===== config.mk =====
export PLATFORM = sky130hd
export DESIGN_NAME = tetris_vga_render
export DESIGN_NICKNAME = d
export VERILOG_FILES = /design/src/rtl/tetris_pkg.sv /design/src/rtl/vga_timing.sv /design/src/rtl/tetris_vga_render.sv
export SDC_FILE = /design/constraint.sdc
export NUM_CORES = 1
export LEC_CHECK = 0
export ABC_CLOCK_PERIOD_IN_PS = 4100
export BUFFER_PORTS_ARGS = -buffer_cell sky130_fd_sc_hd__buf_2
export CORE_ASPECT_RATIO = 0.7
export CORE_MARGIN = 2
export CORE_UTILIZATION = 57
export CTS_CLUSTER_DIAMETER = 80
export CTS_CLUSTER_SIZE = 14
export DETAILED_ROUTE_END_ITERATION = 10
export GPL_ROUTABILITY_DRIVEN = 1
export PLACE_DENSITY = 0.87
export SLEW_MARGIN = 20
export SYNTH_ARGS = -nofsm -noshare
export SYNTH_HDL_FRONTEND = slang
export SYNTH_SLANG_ARGS = --single-unit

===== constraint.sdc =====
create_clock -name clk -period 4.1 [get_ports clk]
set_input_delay 0.205 -clock clk [delete_from_list [all_inputs] [get_ports clk]]
set_output_delay 0.205 -clock clk [all_outputs]
set_load 0.03 [all_outputs]

===== src/rtl/tetris_pkg.sv =====
// rtl/tetris_pkg.sv - shared grid geometry, VGA timing and colour constants
// Timing defaults are 640x480@60 with a 25 MHz pixel rate.
package tetris_pkg;

  localparam int GRID_W = 10;
  localparam int GRID_H = 20;
  localparam int CELLS  = GRID_W * GRID_H;
  localparam int COL_W  = $clog2(GRID_W);
  localparam int ROW_W  = $clog2(GRID_H);

  localparam int H_ACTIVE = 640;
  localparam int H_FP     = 16;
  localparam int H_SYNC   = 96;
  localparam int H_BP     = 48;
  localparam int H_TOTAL  = H_ACTIVE + H_FP + H_SYNC + H_BP;
  localparam int V_ACTIVE = 480;
  localparam int V_FP     = 10;
  localparam int V_SYNC   = 2;
  localparam int V_BP     = 33;
  localparam int V_TOTAL  = V_ACTIVE + V_FP + V_SYNC + V_BP;

  localparam int CW = 10;
  typedef logic [CW-1:0] pos_t;
  typedef logic [11:0]   rgb12_t;

  localparam rgb12_t C_BLACK    = 12'h000;
  localparam rgb12_t C_BORDER   = 12'h888;
  localparam rgb12_t C_GRIDLINE = 12'h222;
  localparam rgb12_t C_PIECE    = 12'h0CF;
  localparam rgb12_t C_FLASH    = 12'hFFF;
  localparam rgb12_t C_OVER     = 12'hF00;

  function automatic logic [7:0] cell_idx(input logic [ROW_W-1:0] row, input logic [COL_W-1:0] col);
    return ({3'b000, row} * 8'd10) + {4'b0000, col};
  endfunction

endpackage


===== src/rtl/vga_timing.sv =====
// rtl/vga_timing.sv - pixel enable divider, h/v counters and raw sync/active
// Raw signals are combinational from the counters; the renderer pipelines them.
module vga_timing
  import tetris_pkg::*;
#(
  parameter int CLK_DIV  = 2,
  parameter int H_ACT    = H_ACTIVE,
  parameter int H_FRONT  = H_FP,
  parameter int H_SYNC_W = H_SYNC,
  parameter int H_BACK   = H_BP,
  parameter int V_ACT    = V_ACTIVE,
  parameter int V_FRONT  = V_FP,
  parameter int V_SYNC_W = V_SYNC,
  parameter int V_BACK   = V_BP
) (
  input  logic clk,
  input  logic reset_n,
  output logic pe,
  output pos_t h,
  output pos_t v,
  output logic hs_raw,
  output logic vs_raw,
  output logic active_raw,
  output logic line_end,
  output logic snap_strobe
);
  localparam int DW = (CLK_DIV > 1) ? $clog2(CLK_DIV) : 1;
  localparam logic [DW-1:0] DIV_LAST = DW'(CLK_DIV - 1);
  localparam pos_t H_LAST  = pos_t'(H_ACT + H_FRONT + H_SYNC_W + H_BACK - 1);
  localparam pos_t V_LAST  = pos_t'(V_ACT + V_FRONT + V_SYNC_W + V_BACK - 1);
  localparam pos_t H_ACT_P = pos_t'(H_ACT);
  localparam pos_t V_ACT_P = pos_t'(V_ACT);
  localparam pos_t HS_BEG  = pos_t'(H_ACT + H_FRONT);
  localparam pos_t HS_END  = pos_t'(H_ACT + H_FRONT + H_SYNC_W);
  localparam pos_t VS_BEG  = pos_t'(V_ACT + V_FRONT);
  localparam pos_t VS_END  = pos_t'(V_ACT + V_FRONT + V_SYNC_W);

  logic [DW-1:0] div;

  assign pe = (div == DIV_LAST);

  always_ff @(posedge clk or negedge reset_n) begin
    if (!reset_n)
      div <= '0;
    else if (pe)
      div <= '0;
    else
      div <= div + 1'b1;
  end

  always_ff @(posedge clk or negedge reset_n) begin
    if (!reset_n) begin
      h <= '0;
      v <= '0;
    end else if (pe) begin
      if (h == H_LAST) begin
        h <= '0;
        v <= (v == V_LAST) ? '0 : v + 1'b1;
      end else begin
        h <= h + 1'b1;
      end
    end
  end

  assign hs_raw      = !(h >= HS_BEG && h < HS_END);
  assign vs_raw      = !(v >= VS_BEG && v < VS_END);
  assign active_raw  = (h < H_ACT_P) && (v < V_ACT_P);
  assign line_end    = pe && (h == H_LAST);
  assign snap_strobe = pe && (h == '0) && (v == V_ACT_P);

endmodule


===== src/rtl/tetris_vga_render.sv =====
// rtl/tetris_vga_render.sv - VGA renderer for the 10x20 tetris playfield
// Draws a per-frame grid snapshot with line-clear flash and game-over tint.
module tetris_vga_render
  import tetris_pkg::*;
#(
  parameter int CLK_DIV      = 2,
  parameter int X0           = 220,
  parameter int Y0           = 40,
  parameter int CELL         = 20,
  parameter int BORDER       = 4,
  parameter int FLASH_FRAMES = 8,
  parameter int H_ACT        = H_ACTIVE,
  parameter int H_FRONT      = H_FP,
  parameter int H_SYNC_W     = H_SYNC,
  parameter int H_BACK       = H_BP,
  parameter int V_ACT        = V_ACTIVE,
  parameter int V_FRONT      = V_FP,
  parameter int V_SYNC_W     = V_SYNC,
  parameter int V_BACK       = V_BP
) (
  input  logic             clk,
  input  logic             reset_n,
  input  logic [CELLS-1:0] grid_state,
  input  logic             row_cleared,
  input  logic             game_over,
  output logic             vga_hs,
  output logic             vga_vs,
  output logic             vga_de,
  output logic [3:0]       vga_r,
  output logic [3:0]       vga_g,
  output logic [3:0]       vga_b,
  output logic             frame_start
);
  localparam int SW = (CELL > 1) ? $clog2(CELL) : 1;
  localparam int FW = $clog2(FLASH_FRAMES + 1);
  localparam logic [SW-1:0] SUB_LAST   = SW'(CELL - 1);
  localparam logic [FW-1:0] FLASH_LOAD = FW'(FLASH_FRAMES);
  localparam pos_t FX0     = pos_t'(X0);
  localparam pos_t FX1     = pos_t'(X0 + GRID_W * CELL);
  localparam pos_t FX_LAST = pos_t'(X0 + GRID_W * CELL - 1);
  localparam pos_t FY0     = pos_t'(Y0);
  localparam pos_t FY1     = pos_t'(Y0 + GRID_H * CELL);
  localparam pos_t FY_LAST = pos_t'(Y0 + GRID_H * CELL - 1);
  localparam pos_t BX0     = pos_t'(X0 - BORDER);
  localparam pos_t BX1     = pos_t'(X0 + GRID_W * CELL + BORDER);
  localparam pos_t BY0     = pos_t'(Y0 - BORDER);
  localparam pos_t BY1     = pos_t'(Y0 + GRID_H * CELL + BORDER);

  logic pe, hs_raw, vs_raw, active_raw, line_end, snap_strobe;
  pos_t h, v;

  vga_timing #(
    .CLK_DIV(CLK_DIV), .H_ACT(H_ACT), .H_FRONT(H_FRONT), .H_SYNC_W(H_SYNC_W), .H_BACK(H_BACK),
    .V_ACT(V_ACT), .V_FRONT(V_FRONT), .V_SYNC_W(V_SYNC_W), .V_BACK(V_BACK)
  ) u_timing (
    .clk(clk), .reset_n(reset_n), .pe(pe), .h(h), .v(v), .hs_raw(hs_raw), .vs_raw(vs_raw),
    .active_raw(active_raw), .line_end(line_end), .snap_strobe(snap_strobe)
  );

  assign frame_start = snap_strobe;

  logic [CELLS-1:0] snap;
  logic             go_snap, rc_d, rc_rise;
  logic [FW-1:0]    flash_cnt;

  assign rc_rise = row_cleared && !rc_d;

  // A fresh row_cleared edge beats the per-frame decrement when both land together.
  always_ff @(posedge clk or negedge reset_n) begin
    if (!reset_n) begin
      snap      <= '0;
      go_snap   <= 1'b0;
      rc_d      <= 1'b0;
      flash_cnt <= '0;
    end else begin
      rc_d <= row_cleared;
      if (snap_strobe) begin
        snap    <= grid_state;
        go_snap <= game_over;
      end
      if (rc_rise)
        flash_cnt <= FLASH_LOAD;
      else if (snap_strobe && flash_cnt != '0)
        flash_cnt <= flash_cnt - 1'b1;
    end
  end

  // Cell coordinates run alongside h/v so no divider is needed.
  logic [SW-1:0]    sub_x, sub_y;
  logic [COL_W-1:0] col;
  logic [ROW_W-1:0] row;

  always_ff @(posedge clk or negedge reset_n) begin
    if (!reset_n) begin
      sub_x <= '0;
      col   <= '0;
    end else if (pe) begin
      if (h >= FX0 && h < FX_LAST) begin
        if (sub_x == SUB_LAST) begin
          sub_x <= '0;
          col   <= col + 1'b1;
        end else begin
          sub_x <= sub_x + 1'b1;
        end
      end else begin
        sub_x <= '0;
        col   <= '0;
      end
    end
  end

  always_ff @(posedge clk or negedge reset_n) begin
    if (!reset_n) begin
      sub_y <= '0;
      row   <= '0;
    end else if (line_end) begin
      if (v >= FY0 && v < FY_LAST) begin
        if (sub_y == SUB_LAST) begin
          sub_y <= '0;
          row   <= row + 1'b1;
        end else begin
          sub_y <= sub_y + 1'b1;
        end
      end else begin
        sub_y <= '0;
        row   <= '0;
      end
    end
  end

  logic in_field, in_box;
  assign in_field = (h >= FX0 && h < FX1 && v >= FY0 && v < FY1);
  assign in_box   = (h >= BX0 && h < BX1 && v >= BY0 && v < BY1);

  logic             s1_active, s1_field, s1_border, s1_grid, s1_hs, s1_vs;
  logic [COL_W-1:0] s1_col;
  logic [ROW_W-1:0] s1_row;

  always_ff @(posedge clk or negedge reset_n) begin
    if (!reset_n) begin
      s1_active <= 1'b0;
      s1_field  <= 1'b0;
      s1_border <= 1'b0;
      s1_grid   <= 1'b0;
      s1_hs     <= 1'b1;
      s1_vs     <= 1'b1;
      s1_col    <= '0;
      s1_row    <= '0;
    end else if (pe) begin
      s1_active <= active_raw;
      s1_field  <= in_field;
      s1_border <= in_box && !in_field;
      s1_grid   <= (sub_x == '0) || (sub_y == '0);
      s1_hs     <= hs_raw;
      s1_vs     <= vs_raw;
      s1_col    <= col;
      s1_row    <= row;
    end
  end

  rgb12_t pix;
  always_comb begin
    pix = C_BLACK;
    if (!s1_active)
      pix = C_BLACK;
    else if (s1_border)
      pix = C_BORDER;
    else if (s1_field) begin
      if (s1_grid)
        pix = C_GRIDLINE;
      else if (snap[cell_idx(s1_row, s1_col)])
        pix = go_snap ? C_OVER : ((flash_cnt != '0) ? C_FLASH : C_PIECE);
    end
  end

  always_ff @(posedge clk or negedge reset_n) begin
    if (!reset_n) begin
      vga_hs <= 1'b1;
      vga_vs <= 1'b1;
      vga_de <= 1'b0;
      {vga_r, vga_g, vga_b} <= C_BLACK;
    end else if (pe) begin
      vga_hs <= s1_hs;
      vga_vs <= s1_vs;
      vga_de <= s1_active;
      {vga_r, vga_g, vga_b} <= pix;
    end
  end

endmodule


# == After elaboration in Yosys (flattened, before gate mapping) ==
# Cells that the tools add are included.
# totals
ff_bits,276
word_cells,111
inputBits,204
output_inout_bits,16
# classes
multipliers,1
n_eq_ne,7
magnitude_cmp,17
n_addsub,9
reduce_logical,30
mux,22
# op_table
op,count
$mux W12,7
$lt A10 B9 Y1 const B,8
$mux W5,6
$add A10 B1 Y10 const B,2
$eq A10 B10 Y1 const B,2
$ge A10 B6 Y1 const B,2
$ge A10 B8 Y1 const B,2
$lt A10 B10 Y1 const B,2
$mux W10,2
$logic_and A1 B1 Y1,17
$mux W4,4
$add A5 B1 Y5 const B,3
$eq A10 B9 Y1 const B,1
$eq A5 B5 Y1 const B,2
$ge A10 B10 Y1 const B,1
$ge A10 B9 Y1 const B,1
$logic_not A10 Y1,1
$logic_not A5 Y1,2
$lt A8 B9 Y1 const B,1
$add A8 B4 Y8,1
$bmux W1 S8,1
$mul A5 B3 Y7 const B,1
$reduce_and A2 Y1,3
$add A4 B1 Y4 const B,1
8 further kinds,13

# == Depth between registers and ports, before layout ==
# Gate-level depths: netlist of the first run.
# logic_depth
word_depth,9
mapped_depth,13

# == By module ==
# From an unflattened synthesis of the first run, not the netlist that was laid out.
# unflattened
hier_cells,955
area_unflattened_um2,13106.3
# by_module_without_submodules
module,cells_per_inst,instances,area_per_inst_um2
tetris_vga_render,826,1,11855.1
vga_timing,129,1,1251.2

# == Least setup slack after synthesis of the first run ==
# No wires, ideal clock.
# synth_path
path_kind,reg-to-reg
from,register s1_row[1]
to,register vga_g[1]
path_slack_ps,672
t_arrival_ps,3301
t_required_ps,3974
period_less_slack_ps,3428
path_stages_with_launch,13
setup_time_ps,126
cell_sequence,dfrtp_1 -> ha_1 -> ha_1 -> fa_1 -> and2b_2 -> a22o_1 -> clkbuf_1 -> nand2_1 -> a2111oi_0 -> or3_1 -> o311ai_1 -> nor3_2 -> a311o_1
# synth_between
elab_chain_len,9
# synth_lines
item,line,text
from (decl),tetris_vga_render.sv:137,logic [ROW_W-1:0] s1_row;
from (signal assigned),tetris_vga_render.sv:157,s1_row <= row;
$mul A5 B3 Y7,tetris_pkg.sv:34,"return ({3'b000, row} * 8'd10) + {4'b0000, col};"
$add A8 B4 Y8,tetris_pkg.sv:34,
$bmux W1 S8,tetris_vga_render.sv:171,"else if (snap[cell_idx(s1_row, s1_col)])"
$mux W1 (not written as such),tetris_vga_render.sv:171,
$mux W12,tetris_vga_render.sv:171,
$mux W12,tetris_vga_render.sv:169,if (s1_grid)
$mux W12,tetris_vga_render.sv:168,else if (s1_field) begin
$mux W12,tetris_vga_render.sv:166,else if (s1_border)
$mux W12,tetris_vga_render.sv:164,if (!s1_active)
to (signal assigned),tetris_vga_render.sv:186,"{vga_r, vga_g, vga_b} <= pix;"
to (decl),tetris_vga_render.sv:30,"output logic [3:0] vga_g,"
# Every way passes these cells. The select of a mux whose other input is x is not followed.
# A chain may end at the register's enable or synchronous reset.

# == Final worst setup path of the first run ==
# layout_path
from,register s1_row[0]
to,register vga_r[3]
# layout_between
elab_chain_len,9
# layout_lines
item,line,text
$mul A5 B3 Y7,tetris_pkg.sv:34,
$add A8 B4 Y8,tetris_pkg.sv:34,
$bmux W1 S8,tetris_vga_render.sv:171,
$mux W1 (not written as such),tetris_vga_render.sv:171,
$mux W12,tetris_vga_render.sv:171,
$mux W12,tetris_vga_render.sv:169,
$mux W12,tetris_vga_render.sv:168,
$mux W12,tetris_vga_render.sv:166,
$mux W12,tetris_vga_render.sv:164,
to (signal assigned),tetris_vga_render.sv:186,
to (decl),tetris_vga_render.sv:29,"output logic [3:0] vga_r,"
# Every way passes these cells. The select of a mux whose other input is x is not followed.

==> results of run 1 <==
worst max-delay path, cell delays in order (launching register included):
cell and delay (ns):
sky130_fd_sc_hd__dfrtp_1 0.41, sky130_fd_sc_hd__ha_1 0.35, sky130_fd_sc_hd__ha_1 0.59, sky130_fd_sc_hd__xor2_4 0.43, sky130_fd_sc_hd__buf_4 0.35, sky130_fd_sc_hd__a2111oi_0 0.14
sky130_fd_sc_hd__nor4_1 0.26, sky130_fd_sc_hd__o21ai_0 0.11, sky130_fd_sc_hd__o311ai_1 0.49, sky130_fd_sc_hd__o311ai_2 0.26, sky130_fd_sc_hd__nor3_2 0.33, sky130_fd_sc_hd__a221o_1 0.19
metrics by stage:
| step | worst slack (ns) | hold slack, ns | area, um2 | utilization |
|---|---|---|---|---|
| after floorplan | 0.6722 | -0.09059 | 13240 | - |
| after global placement | 0.09809 | 0.3261 | 14550 | 0.6400 |
| after detailed placement | 0.02188 | 0.3289 | 14550 | 0.6400 |
| after CTS | 0.05611 | 0.3548 | 17230 | 0.7577 |
| after global routing | 0.01105 | 0.3620 | 17320 | 0.7619 |
| final | 0.1053 | 0.2833 | 17320 | 0.7619 |
final cells by class:
| cell class | count | area, um2 | share of cell area |
|---|---|---|---|
| multi-input cells | 630 | 6022 | 0.3477 |
| well taps | 312 | 390.4 | 0.02254 |
| diodes | 4 | 10.01 | 0.0005779 |
| inverters | 22 | 82.58 | 0.004768 |
| clock inverters | 2 | 17.52 | 0.001011 |
| flip-flops and latches | 272 | 6813 | 0.3933 |
| clock buffers | 32 | 609.3 | 0.03518 |
| repair buffers | 446 | 3376 | 0.1949 |
flip-flops by register name, indices dropped and copies added, names as in the netlist, 3 cells and up:
name and count:
snap 200, u_timing.h 10, u_timing.v 10, row 5, s1_row 5, sub_x 5
sub_y 5, col 4, flash_cnt 4, s1_col 4, vga_g 4, vga_r 3
cells in the final DEF, fill, tap and decap left out, types with 5 or more instances in the layout:
cell	Yosys	layout
sky130_fd_sc_hd__a2111oi_0	12	11
sky130_fd_sc_hd__a211oi_1	5	5
sky130_fd_sc_hd__a21oi_1	12	12
sky130_fd_sc_hd__a31oi_1	10	10
sky130_fd_sc_hd__and2_1	6	6
sky130_fd_sc_hd__buf_2	23	218
sky130_fd_sc_hd__buf_4	8	18
sky130_fd_sc_hd__clkbuf_1	26	9
sky130_fd_sc_hd__clkbuf_16	0	23
sky130_fd_sc_hd__dfrtp_1	268	267
sky130_fd_sc_hd__dlygate4sd3_1	0	203
sky130_fd_sc_hd__ha_1	22	22
sky130_fd_sc_hd__inv_1	22	22
sky130_fd_sc_hd__mux2_2	217	217
sky130_fd_sc_hd__mux2i_1	12	12
sky130_fd_sc_hd__mux4_1	17	17
sky130_fd_sc_hd__mux4_2	28	28
sky130_fd_sc_hd__nand2_1	58	58
sky130_fd_sc_hd__nand2b_1	5	5
sky130_fd_sc_hd__nand3_1	24	24
sky130_fd_sc_hd__nand4_1	17	17
sky130_fd_sc_hd__nor2_1	36	36
sky130_fd_sc_hd__nor2b_1	13	13
sky130_fd_sc_hd__nor3_1	13	12
sky130_fd_sc_hd__nor4_1	9	8
sky130_fd_sc_hd__o21ai_0	21	21
sky130_fd_sc_hd__o22ai_1	8	8
sky130_fd_sc_hd__xnor2_1	15	14
sky130_fd_sc_hd__xor2_1	10	10
how the worst min path moves through the flow:
stage	to	slack [ns]	depth (start not counted)
final	snap[130]	0.28	2
after global routing	rc_d	0.36	2
after CTS	rc_d	0.35	2
after detailed placement	snap[131]	0.33	1
after global placement	snap[130]	0.33	1
after floorplan	col[0]	-0.09	0
logic make-up after synthesis:
| logic type | Yosys count | share of synthesized area |
|---|---|---|
| AOI/OAI and AO/OA | 104 | 0.05577 |
| xor gates and xnor gates | 27 | 0.01957 |
| adders and majority gates | 24 | 0.02382 |
| buffers and inverters | 88 | 0.03573 |
| DFF | 272 | 0.5146 |
| muxes | 274 | 0.2751 |
| and+or+nand+nor | 201 | 0.07543 |
Yosys cell counts, drive strengths merged, types with 5 or more instances:
master / n / area [um2]
dfrtp: 268 / 6706
mux2: 217 / 2444
nand2: 58 / 217.7
mux4: 45 / 1077
buf: 37 / 251.5
nor2: 36 / 135.1
clkbuf: 29 / 138.9
nand3: 24 / 120.1
o21ai: 23 / 118.9
ha: 22 / 275.3
inv: 22 / 82.58
nand4: 17 / 106.4
xnor2: 15 / 131.4
nor3: 14 / 75.07
nor2b: 13 / 81.33
a2111oi: 12 / 105.1
a21oi: 12 / 60.06
mux2i: 12 / 120.1
xor2: 11 / 103.9
a31oi: 10 / 62.56
nor4: 9 / 56.30
o22ai: 8 / 50.05
and2: 7 / 43.80
a211oi: 5 / 37.54
nand2b: 5 / 31.28
timing repair:
item                                    CTS  global route
hold endpoints to repair                306             0
endpoints found under the setup margin    6             8
resized for setup                         0             9
hold buffers                            203             0
setup buffers                             2             4
pin swaps                                 2             2
layer usage:
layer | track usage | wire length (um)
met5 | 0 | 0
met4 | 0.2034 | 2966
met3 | 0.06790 | 3623
met2 | 0.5644 | 20440
met1 | 0.4302 | 15610
report_power, final:
| part | leakage, nW | internal, mW | total (mW) | switching, mW |
|---|---|---|---|---|
| Combinational | 4.36 | 0.200 | 0.334 | 0.134 |
| Sequential | 3.75 | 2.68 | 2.68 | 0.000202 |
| Clock | 0.303 | 1.03 | 2.07 | 1.03 |
==> run_results.csv, run 1 <==
group,metric,value,unit
finish,number_of_standard_cells_in_the_layout_taps_in_and_fillers_out,1720,
grt,globalRouteOverflowTotal,0,
floorplanning,floorplan.io_pins,220,
routing,post_drt_antenna_nets,0,
routing,firstDrtPassIters,6,
synth,synth.yosys.seq_area_share,0.5146,
pwr,report.power.total,5.081,mW
synth,syn-mean-instance-area,13.37,um2
timing,shortest_period_the_worst_path_allows,3.995,ns
clock_network,cts_num_sinks,272,
setup_path,reg2reg_from,"s1_row[0]",
setup_path,crit_path_end_kind,"register",
pwr,power.density_cell_area,293.4,mW/mm2
floorplanning,chipHeight,131.5,um
synth,synthCells,990,
clock_network,cts-htree-levels,1,
routing,avgViaCountPerCell,6.287,
place,globalplace.congestion,0.8916,
grt,largest_net_degree_at_the_start_of_global_routing,146,
timing,post-route-period-util,0.9743,
grt,grt_usage,0.3464,
timing,totalNegativeSetupSlack,0,ns
synth,yosys_warnings,0,
clock_network,tritoncts.num_buffers,23,
place,io_buffer_count,219,
routing,drc,0,
finish,areaGrowthSynthToFinish,30.85,%
floorplanning,dieArea,0.02448,mm2
grt,antenna_found_initial,4,
pwr,leakage,8.408,nW
pwr,ir_drop,286.6,uV
clock_network,worst_skew_pair.late_latency,0.55,ns
synth,synth.cell_area,0.01324,mm2
finish,nFillCells,1211,
place,dp.cells,1473,
setup_path,crit_end,"vga_r[3]",
clock_network,clkTransAtPathRegs,0.06,ns
setup_path,critical_path.startpoint_type,"register",
synth,synthFlopType,"sky130_fd_sc_hd__dfrtp_1",
setup_path,worst-r2r-cell-count,11,
synth,synthesis.nets,1218,
setup_path,reg2reg_to,"vga_r[3]",
timing,grt_setup_unrepaired,"false",
timing,tightest_slew,0.9129,ns
setup_path,ff2ff_setup_slack,0.11,ns
synth,synth_enable_flop_cells,0,
grt,grt_pass1_wl,64360,um
hold_path,hp-class,"in2async",
grt,vias_in_the_first_global_route,11390,
timing,achievable-frequency,250.3,MHz
finish,design.final.nets,1623,
clock_network,clk_path_buf_depth,3,
synth,synth_seq_cells,272,
setup_path,cp_data_required_time,4.57,ns
synth,synth-async-reset-ratio,1.000,
finish,share_of_post_route_cells_with_drive_strength_above_1,0.3811,
setup_path,cp.arrival,4.46,ns
setup_path,cp_startpoint,"s1_row[0]",
timing,setup_viol,0,
timing,timing.clock.skew,0.02233,ns
timing,timing.max_slew.rel_slack,0.3914,
run,max_cap_violations,0,
place,half_perimeter_wire_length_of_the_detailed_placement_result,22450,um
clock_network,buffer_cell_driving_the_clock_tree_root,"sky130_fd_sc_hd__clkbuf_16",
routing,number_of_vias_in_the_routed_layout,10810,
floorplanning,core_region_area,0.02273,mm2
timing,hold_violations,0,
routing,drt-wirelength-per-cell,24.79,um
synth,number_of_different_library_cells_in_the_post_synthesis_netlist,69,
floorplanning,initial_utilization,0.5822,
outcome,outcome,"finished, final reports clean",
timing,max_slew_violation_total_from_the_final_report,0,
floorplanning,die_width,186.1,um
routing,drt-initial-drc-count,1350,
routing,routed_wl,42650,um
clock_network,cts_tree,"built",
setup_path,critical_path_peak_fanout,15,
setup_path,worst-setup-path-type,"reg2reg",
floorplanning,num_rows,46,
Power figures use the tool's default switching activity.
==> run 2, diff against run 1 <==
--- a/config.mk
+++ b/config.mk
@@ -18,4 +18,5 @@
 export SLEW_MARGIN = 20
 export SYNTH_ARGS = -nofsm -noshare
 export SYNTH_HDL_FRONTEND = slang
+export SYNTH_HIERARCHICAL = 1
 export SYNTH_SLANG_ARGS = --single-unit
==> run_results.csv, run 2 <==
group,metric,value,unit
clock_network,cts_tree,"built",
setup_path,worst-r2r-cell-count,11,
grt,largest_net_degree_at_the_start_of_global_routing,101,
routing,number_of_vias_in_the_routed_layout,10280,
timing,hold_violations,0,
setup_path,worst-setup-path-type,"reg2reg",
setup_path,ff2ff_setup_slack,0.14,ns
routing,avgViaCountPerCell,6.067,
routing,post_drt_antenna_nets,0,
place,globalplace.congestion,0.8727,
synth,synth.most_common_cell,"sky130_fd_sc_hd__dfrtp_1",
timing,post-route-period-util,0.9660,
clock_network,buffer_cell_driving_the_clock_tree_root,"sky130_fd_sc_hd__clkbuf_16",
synth,synth-async-reset-ratio,1.000,
timing,setup_viol,0,
finish,share_of_post_route_cells_with_drive_strength_above_1,0.4052,
finish,reg_top3,"snap: 200 flops, u_timing/h: 10 flops, u_timing/v: 10 flops",
synth,leading_cell_types_by_total_area_after_synthesis,"sky130_fd_sc_hd__dfrtp_1 (51%), sky130_fd_sc_hd__mux2_2 (20%), sky130_fd_sc_hd__mux4_2 (7.9%)",
finish,multi_input_comb_area,0.005954,mm2
setup_path,critical_path.startpoint_type,"register",
synth,synth.cell_area,0.01311,mm2
finish,seqCellArea,0.006815,mm2
setup_path,cp.arrival,4.36,ns
place,io_buffer_count,219,
finish,most-common-layout-cells,"sky130_fd_sc_hd__dfrtp_1 (267), sky130_fd_sc_hd__mux2_2 (227), sky130_fd_sc_hd__buf_2 (218)",
routing,drt-wirelength-per-cell,23.84,um
finish,areaGrowthSynthToFinish,31.46,%
synth,syn-mean-instance-area,13.72,um2
setup_path,critical_path_peak_fanout,5,
pwr,ir_drop,264.2,uV
finish,nFillCells,1275,
clock_network,worst_skew_pair.late_latency,0.54,ns
clock_network,post_cts_buffers,0,
pwr,power_frac_seq,0.526,
finish,largest-register,"snap",
setup_path,crit_path_end_kind,"register",
timing,achievable-frequency,252.5,MHz
routing,drc,0,
clock_network,cts_num_sinks,272,
pwr,sw_frac_of_total,0.2265,
synth,synthesis.nets,1183,
synth,synth.yosys.seq_area_share,0.5197,
floorplanning,core_region_area,0.02262,mm2
timing,shortest_period_the_worst_path_allows,3.961,ns
routing,routed_wl,40420,um
setup_path,cp_startpoint,"s1_row[1]",
floorplanning,num_rows,46,
timing,max_slew_violation_total_from_the_final_report,0,
synth,synthFlopType,"sky130_fd_sc_hd__dfrtp_1",
timing,tightest_slew,1.028,ns
pwr,power_frac_comb,0.065,
setup_path,cp_data_required_time,4.50,ns
routing,firstDrtPassIters,5,
floorplanning,initial_utilization,0.5794,
synth,number_of_different_library_cells_in_the_post_synthesis_netlist,74,
place,half_perimeter_wire_length_of_the_detailed_placement_result,22230,um
synth,synth_seq_cells,272,
finish,design.final.nets,1593,
timing,grt_setup_unrepaired,"false",
pwr,p_switching,1.156,mW
pwr,share_clk_of_total_power,0.409,
synth,synth.largest_area_cell,"sky130_fd_sc_hd__dfrtp_1",
pwr,power.density_cell_area,296.2,mW/mm2
hold_path,hp-class,"in2async",
clock_network,clk_path_buf_depth,3,
finish,largest_reg_flops,200,
timing,timing.clock.skew,0.02949,ns
floorplanning,die_width,185.2,um
routing,drt-initial-drc-count,761,
finish,utilization,0.7617,
finish,layout.cell_area.non_filler,0.01723,mm2
run,max_cap_violations,0,
place,postPlaceCellArea,0.01453,mm2
grt,globalRouteOverflowTotal,0,
setup_path,crit_end,"vga_g[1]",
floorplanning,chipHeight,130.9,um
synth,synth_top_area_share,0.5117,
grt,antenna_found_initial,1,
pwr,internal-power,3.947,mW
clock_network,cts-htree-levels,1,
setup_path,reg2reg_from,"s1_row[1]",
synth,synthCells,955,
synth,synth_enable_flop_cells,0,
clock_network,clkTransAtPathRegs,0.09,ns
synth,netlist_top_cells_count,"sky130_fd_sc_hd__dfrtp_1 (268), sky130_fd_sc_hd__mux2_2 (227), sky130_fd_sc_hd__mux4_2 (46)",
setup_path,reg2reg_to,"vga_g[1]",
floorplanning,floorplan.io_pins,220,
floorplanning,dieArea,0.02424,mm2
clock_network,tritoncts.num_buffers,23,
timing,timing.max_slew.rel_slack,0.3101,
pwr,leakage,8.207,nW
finish,layout_commonest_cell,"sky130_fd_sc_hd__dfrtp_1",
grt,vias_in_the_first_global_route,11010,
outcome,outcome,"finished, final reports clean",
grt,grt_usage,0.3391,
timing,totalNegativeSetupSlack,0,ns
grt,grt_pass1_wl,61800,um
synth,yosys_warnings,6,
## run 2: per-stage QoR
stage | cells | hold WS (ns) | power, mW | worst slack, ns
after floorplan | 955 | -0.09059 | 2.737 | 0.4541
after global placement | 1449 | 0.2831 | 2.898 | 0.3287
after detailed placement | 1449 | 0.2839 | 2.901 | 0.1890
after CTS | 1694 | 0.3225 | 5.052 | 0.09637
after global routing | 1694 | 0.3434 | 5.256 | 0.03126
final | 1695 | 0.2818 | 5.103 | 0.1393
## run 2: critical path, stage by stage, from the launching register on
cell and delay [ns]:
sky130_fd_sc_hd__dfrtp_1 0.45, sky130_fd_sc_hd__ha_1 0.32, sky130_fd_sc_hd__ha_1 0.23, sky130_fd_sc_hd__fa_1 0.54, sky130_fd_sc_hd__a21bo_2 0.27, sky130_fd_sc_hd__o22ai_4 0.29
sky130_fd_sc_hd__mux4_2 0.57, sky130_fd_sc_hd__a211o_1 0.33, sky130_fd_sc_hd__o2bb2ai_1 0.21, sky130_fd_sc_hd__buf_4 0.19, sky130_fd_sc_hd__nor3_4 0.06, sky130_fd_sc_hd__a311o_1 0.35
## run 2: area by class of cell
| class | instances | area share |
|---|---|---|
| diodes | 1 | 0.0001452 |
| clock buffers | 40 | 0.03711 |
| clock inverters | 2 | 0.001017 |
| inverters | 21 | 0.004575 |
| multi-input cells | 606 | 0.3456 |
| flip-flops and latches | 272 | 0.3956 |
| well taps | 312 | 0.02266 |
| repair buffers | 441 | 0.1933 |
## run 2: cell families (layout without fill, tap and decap cells)
kind of cell	count (synthesis)	in the layout	synth area share
muxes	291	291	0.2878
DFF	272	272	0.5197
and+or+nand+nor	169	169	0.07045
AOI/OAI and AO/OA	96	96	0.05117
buffers and inverters	77	504	0.02692
xor gates and xnor gates	26	26	0.01986
adders and majority gates	24	24	0.02406
other	0	1	0
## run 2: how the worst min path moves through the flow
stage            start   endpoint  slack [ns]  cells after the start
3_5_place_dp   reset_n  snap[100]        0.28                      1
5_1_grt        reset_n  snap[137]        0.34                      2
2_1_floorplan  reset_n     col[0]       -0.09                      0
4_1_cts        reset_n  snap[106]        0.32                      2
6_report       reset_n  snap[137]        0.28                      2
3_3_place_gp   reset_n  snap[100]        0.28                      1
## run 2: what timing repair did
action	CTS	global route
resized for setup	0	1
endpoints found under the hold margin	296	0
setup endpoints to repair	0	4
hold buffers	203	0
## run 2: power by group through the flow
stage          registers, mW  logic (mW)  clock network (mW)
2_1_floorplan           2.73     0.00237                   0
3_3_place_gp            2.73       0.164                   0
3_5_place_dp            2.73       0.167                   0
4_1_cts                 2.68       0.319                2.05
5_1_grt                 2.68       0.357                2.22
6_report                2.68       0.332                2.09
## run 2: metal layers
| layer | vias to the layer above | wire length (um) | GRT usage |
|---|---|---|---|
| li1 | 4373 | - | - |
| met1 | 5132 | 15120 | 0.4087 |
| met2 | 604 | 19700 | 0.5819 |
| met3 | 175 | 3361 | 0.08038 |
| met4 | 0 | 2228 | 0.1657 |
| met5 | - | 0 | 0 |
==> run 3, diff against run 2 <==
--- a/config.mk
+++ b/config.mk
@@ -5,16 +5,18 @@
 export SDC_FILE = /design/constraint.sdc
 export NUM_CORES = 1
 export LEC_CHECK = 0
-export ABC_CLOCK_PERIOD_IN_PS = 4100
 export BUFFER_PORTS_ARGS = -buffer_cell sky130_fd_sc_hd__buf_2
+export CELL_PAD_IN_SITES_DETAIL_PLACEMENT = 0
+export CELL_PAD_IN_SITES_GLOBAL_PLACEMENT = 1
 export CORE_ASPECT_RATIO = 0.7
 export CORE_MARGIN = 2
-export CORE_UTILIZATION = 57
+export CORE_UTILIZATION = 46
+export CTS_BUF_LIST = sky130_fd_sc_hd__clkbuf_16
 export CTS_CLUSTER_DIAMETER = 80
 export CTS_CLUSTER_SIZE = 14
 export DETAILED_ROUTE_END_ITERATION = 10
 export GPL_ROUTABILITY_DRIVEN = 1
-export PLACE_DENSITY = 0.87
+export PLACE_DENSITY = 0.86
 export SLEW_MARGIN = 20
 export SYNTH_ARGS = -nofsm -noshare
 export SYNTH_HDL_FRONTEND = slang
==> run_results.csv, run 3 (synthesized netlist as in run 2, its figures left out) <==
group,metric,value,unit
clock_network,buffer_cell_driving_the_clock_tree_root,"sky130_fd_sc_hd__clkbuf_16",
outcome,outcome,"finished, final reports clean",
finish,areaGrowthSynthToFinish,32.01,%
finish,largest_reg_flops,200,
clock_network,tritoncts.num_buffers,23,
grt,grt_usage,0.2362,
timing,totalNegativeSetupSlack,0,ns
timing,setup_slack,0.2439,ns
grt,largest_net_degree_at_the_start_of_global_routing,125,
routing,number_of_vias_in_the_routed_layout,9714,
setup_path,crit_path_end_kind,"register",
setup_path,worst-setup-path-type,"reg2reg",
timing,hold_violations,0,
routing,firstDrtPassIters,5,
finish,multi_input_comb_area,0.005947,mm2
finish,design.final.nets,1593,
finish,nFillCells,2039,
place,half_perimeter_wire_length_of_the_detailed_placement_result,22890,um
setup_path,critical_path.startpoint_type,"register",
clock_network,clk_path_buf_depth,3,
setup_path,cp.arrival,4.28,ns
place,postPlaceCellArea,0.01463,mm2
place,io_buffer_count,219,
floorplanning,floorplan.io_pins,220,
grt,globalRouteOverflowTotal,0,
clock_network,worst_skew_pair.late_latency,0.54,ns
clock_network,post_cts_buffers,0,
setup_path,cp_data_required_time,4.52,ns
timing,timing.max_slew.rel_slack,0.3985,
clock_network,clkTransAtPathRegs,0.07,ns
clock_network,postCtsResizedCells,0,
floorplanning,chipHeight,145.2,um
finish,utilization,0.6205,
timing,post-route-period-util,0.9405,
grt,vias_in_the_first_global_route,10060,
run,max_cap_violations,0,
finish,share_of_post_route_cells_with_drive_strength_above_1,0.4073,
routing,drc,0,
timing,grt_setup_unrepaired,"false",
clock_network,cts_tree,"built",
routing,drt-initial-drc-count,746,
pwr,power.density_cell_area,288.6,mW/mm2
clock_network,total_of_hold_buffers_inserted_after_clock_tree_synthesis,203,
finish,layout.cell_area.non_filler,0.01730,mm2
clock_network,cts_num_sinks,272,
floorplanning,num_rows,51,
timing,max_slew_violation_total_from_the_final_report,0,
timing,shortest_period_the_worst_path_allows,3.856,ns
floorplanning,dieArea,0.02988,mm2
setup_path,cp_startpoint,"s1_row[1]",
routing,routed_wl,34860,um
finish,number_of_standard_cells_in_the_layout_taps_in_and_fillers_out,1750,
routing,avgViaCountPerCell,5.551,
clock_network,cts-htree-levels,1,
timing,tightest_slew,0.8940,ns
floorplanning,core_region_area,0.02789,mm2
finish,seqCellArea,0.006815,mm2
routing,drt-wirelength-per-cell,19.92,um
floorplanning,die_width,205.8,um
timing,achievable-frequency,259.3,MHz
finish,reg_top3,"snap: 200 flops, u_timing/h: 10 flops, u_timing/v: 10 flops",
finish,layout_commonest_cell,"sky130_fd_sc_hd__dfrtp_1",
grt,antenna_found_initial,4,
setup_path,critical_path_peak_fanout,5,
finish,largest-register,"snap",
floorplanning,initial_utilization,0.4700,
timing,timing.clock.skew,0.01631,ns
grt,grt_pass1_wl,55300,um
pwr,leakage,8.243,nW
pwr,ir_drop,301.7,uV
place,dp.cells,1508,
routing,post_drt_antenna_nets,0,
place,placement.setup.worst_slack,0.2771,ns
hold_path,hp-class,"in2async",
place,globalplace.congestion,0.8244,
timing,setup_viol,0,
setup_path,reg2reg_from,"s1_row[1]",
finish,most-common-layout-cells,"sky130_fd_sc_hd__dfrtp_1 (267), sky130_fd_sc_hd__mux2_2 (227), sky130_fd_sc_hd__buf_2 (218)",
-- run 3: cell count changes in the layout (fill, tap and decap cells not counted), sizes merged --
cell	change
diode	+3
clkbuf	-17
inv	+8
clkinv	+2
-- run 3: path summary, 6_finish.rpt --
path | end | slack [ns] | depth (start not counted)
max | vga_g[1] | 0.24 | 11
min | snap[105] | 0.29 | 2
max reg2reg | vga_g[1] | 0.24 | 11
min reg2reg | col[3] | 0.50 | 1
max in group asynchronous | snap[153] | 2.60 | 3
min in group clk | rc_d | 0.35 | 2
-- run 3: metrics by stage --
stage	hold slack, ns	total power [mW]
after global placement	0.2862	2.897
after global routing	0.3449	5.172
after floorplan	-0.09059	2.737
after CTS	0.3101	5.023
after detailed placement	0.2834	2.897
final	0.2860	4.993
-- run 3: area by class of cell --
| cell class | instances | share of cell area |
|---|---|---|
| Clock buffer | 23 | 0.03327 |
| Antenna cell | 4 | 0.0005785 |
| Inverter | 21 | 0.004556 |
| Timing Repair Buffer | 441 | 0.1940 |
| Multi-Input combinational cell | 606 | 0.3437 |
| Clock inverter | 12 | 0.003182 |
| Tap cell | 371 | 0.02683 |
| Sequential cell | 272 | 0.3939 |
-- run 3: report_power, final --
part | internal (mW) | switching (mW)
Clock | 1.01 | 0.976
Sequential | 2.68 | 0.000108
Combinational | 0.199 | 0.125
Total | 3.89 | 1.10
-- run 3: routing by layer --
metal / track usage / vias to the layer above / wire, um
met3: 0.05346 / 61 / 2140
met2: 0.3618 / 325 / 15830
li1: - / 4373 / -
met4: 0.06295 / 0 / 852
met1: 0.3392 / 4955 / 16040
met5: 0 / - / 0
-- run 3: worst max-delay path, cell delays in order, from the launching register on --
cell	delay, ns
sky130_fd_sc_hd__dfrtp_1	0.44
sky130_fd_sc_hd__ha_1	0.32
sky130_fd_sc_hd__ha_1	0.23
sky130_fd_sc_hd__fa_1	0.51
sky130_fd_sc_hd__a21bo_2	0.24
sky130_fd_sc_hd__o22ai_2	0.17
sky130_fd_sc_hd__buf_4	0.20
sky130_fd_sc_hd__mux4_2	0.50
sky130_fd_sc_hd__o21ai_0	0.43
sky130_fd_sc_hd__a32o_2	0.27
sky130_fd_sc_hd__nor3_4	0.07
sky130_fd_sc_hd__a311o_1	0.35
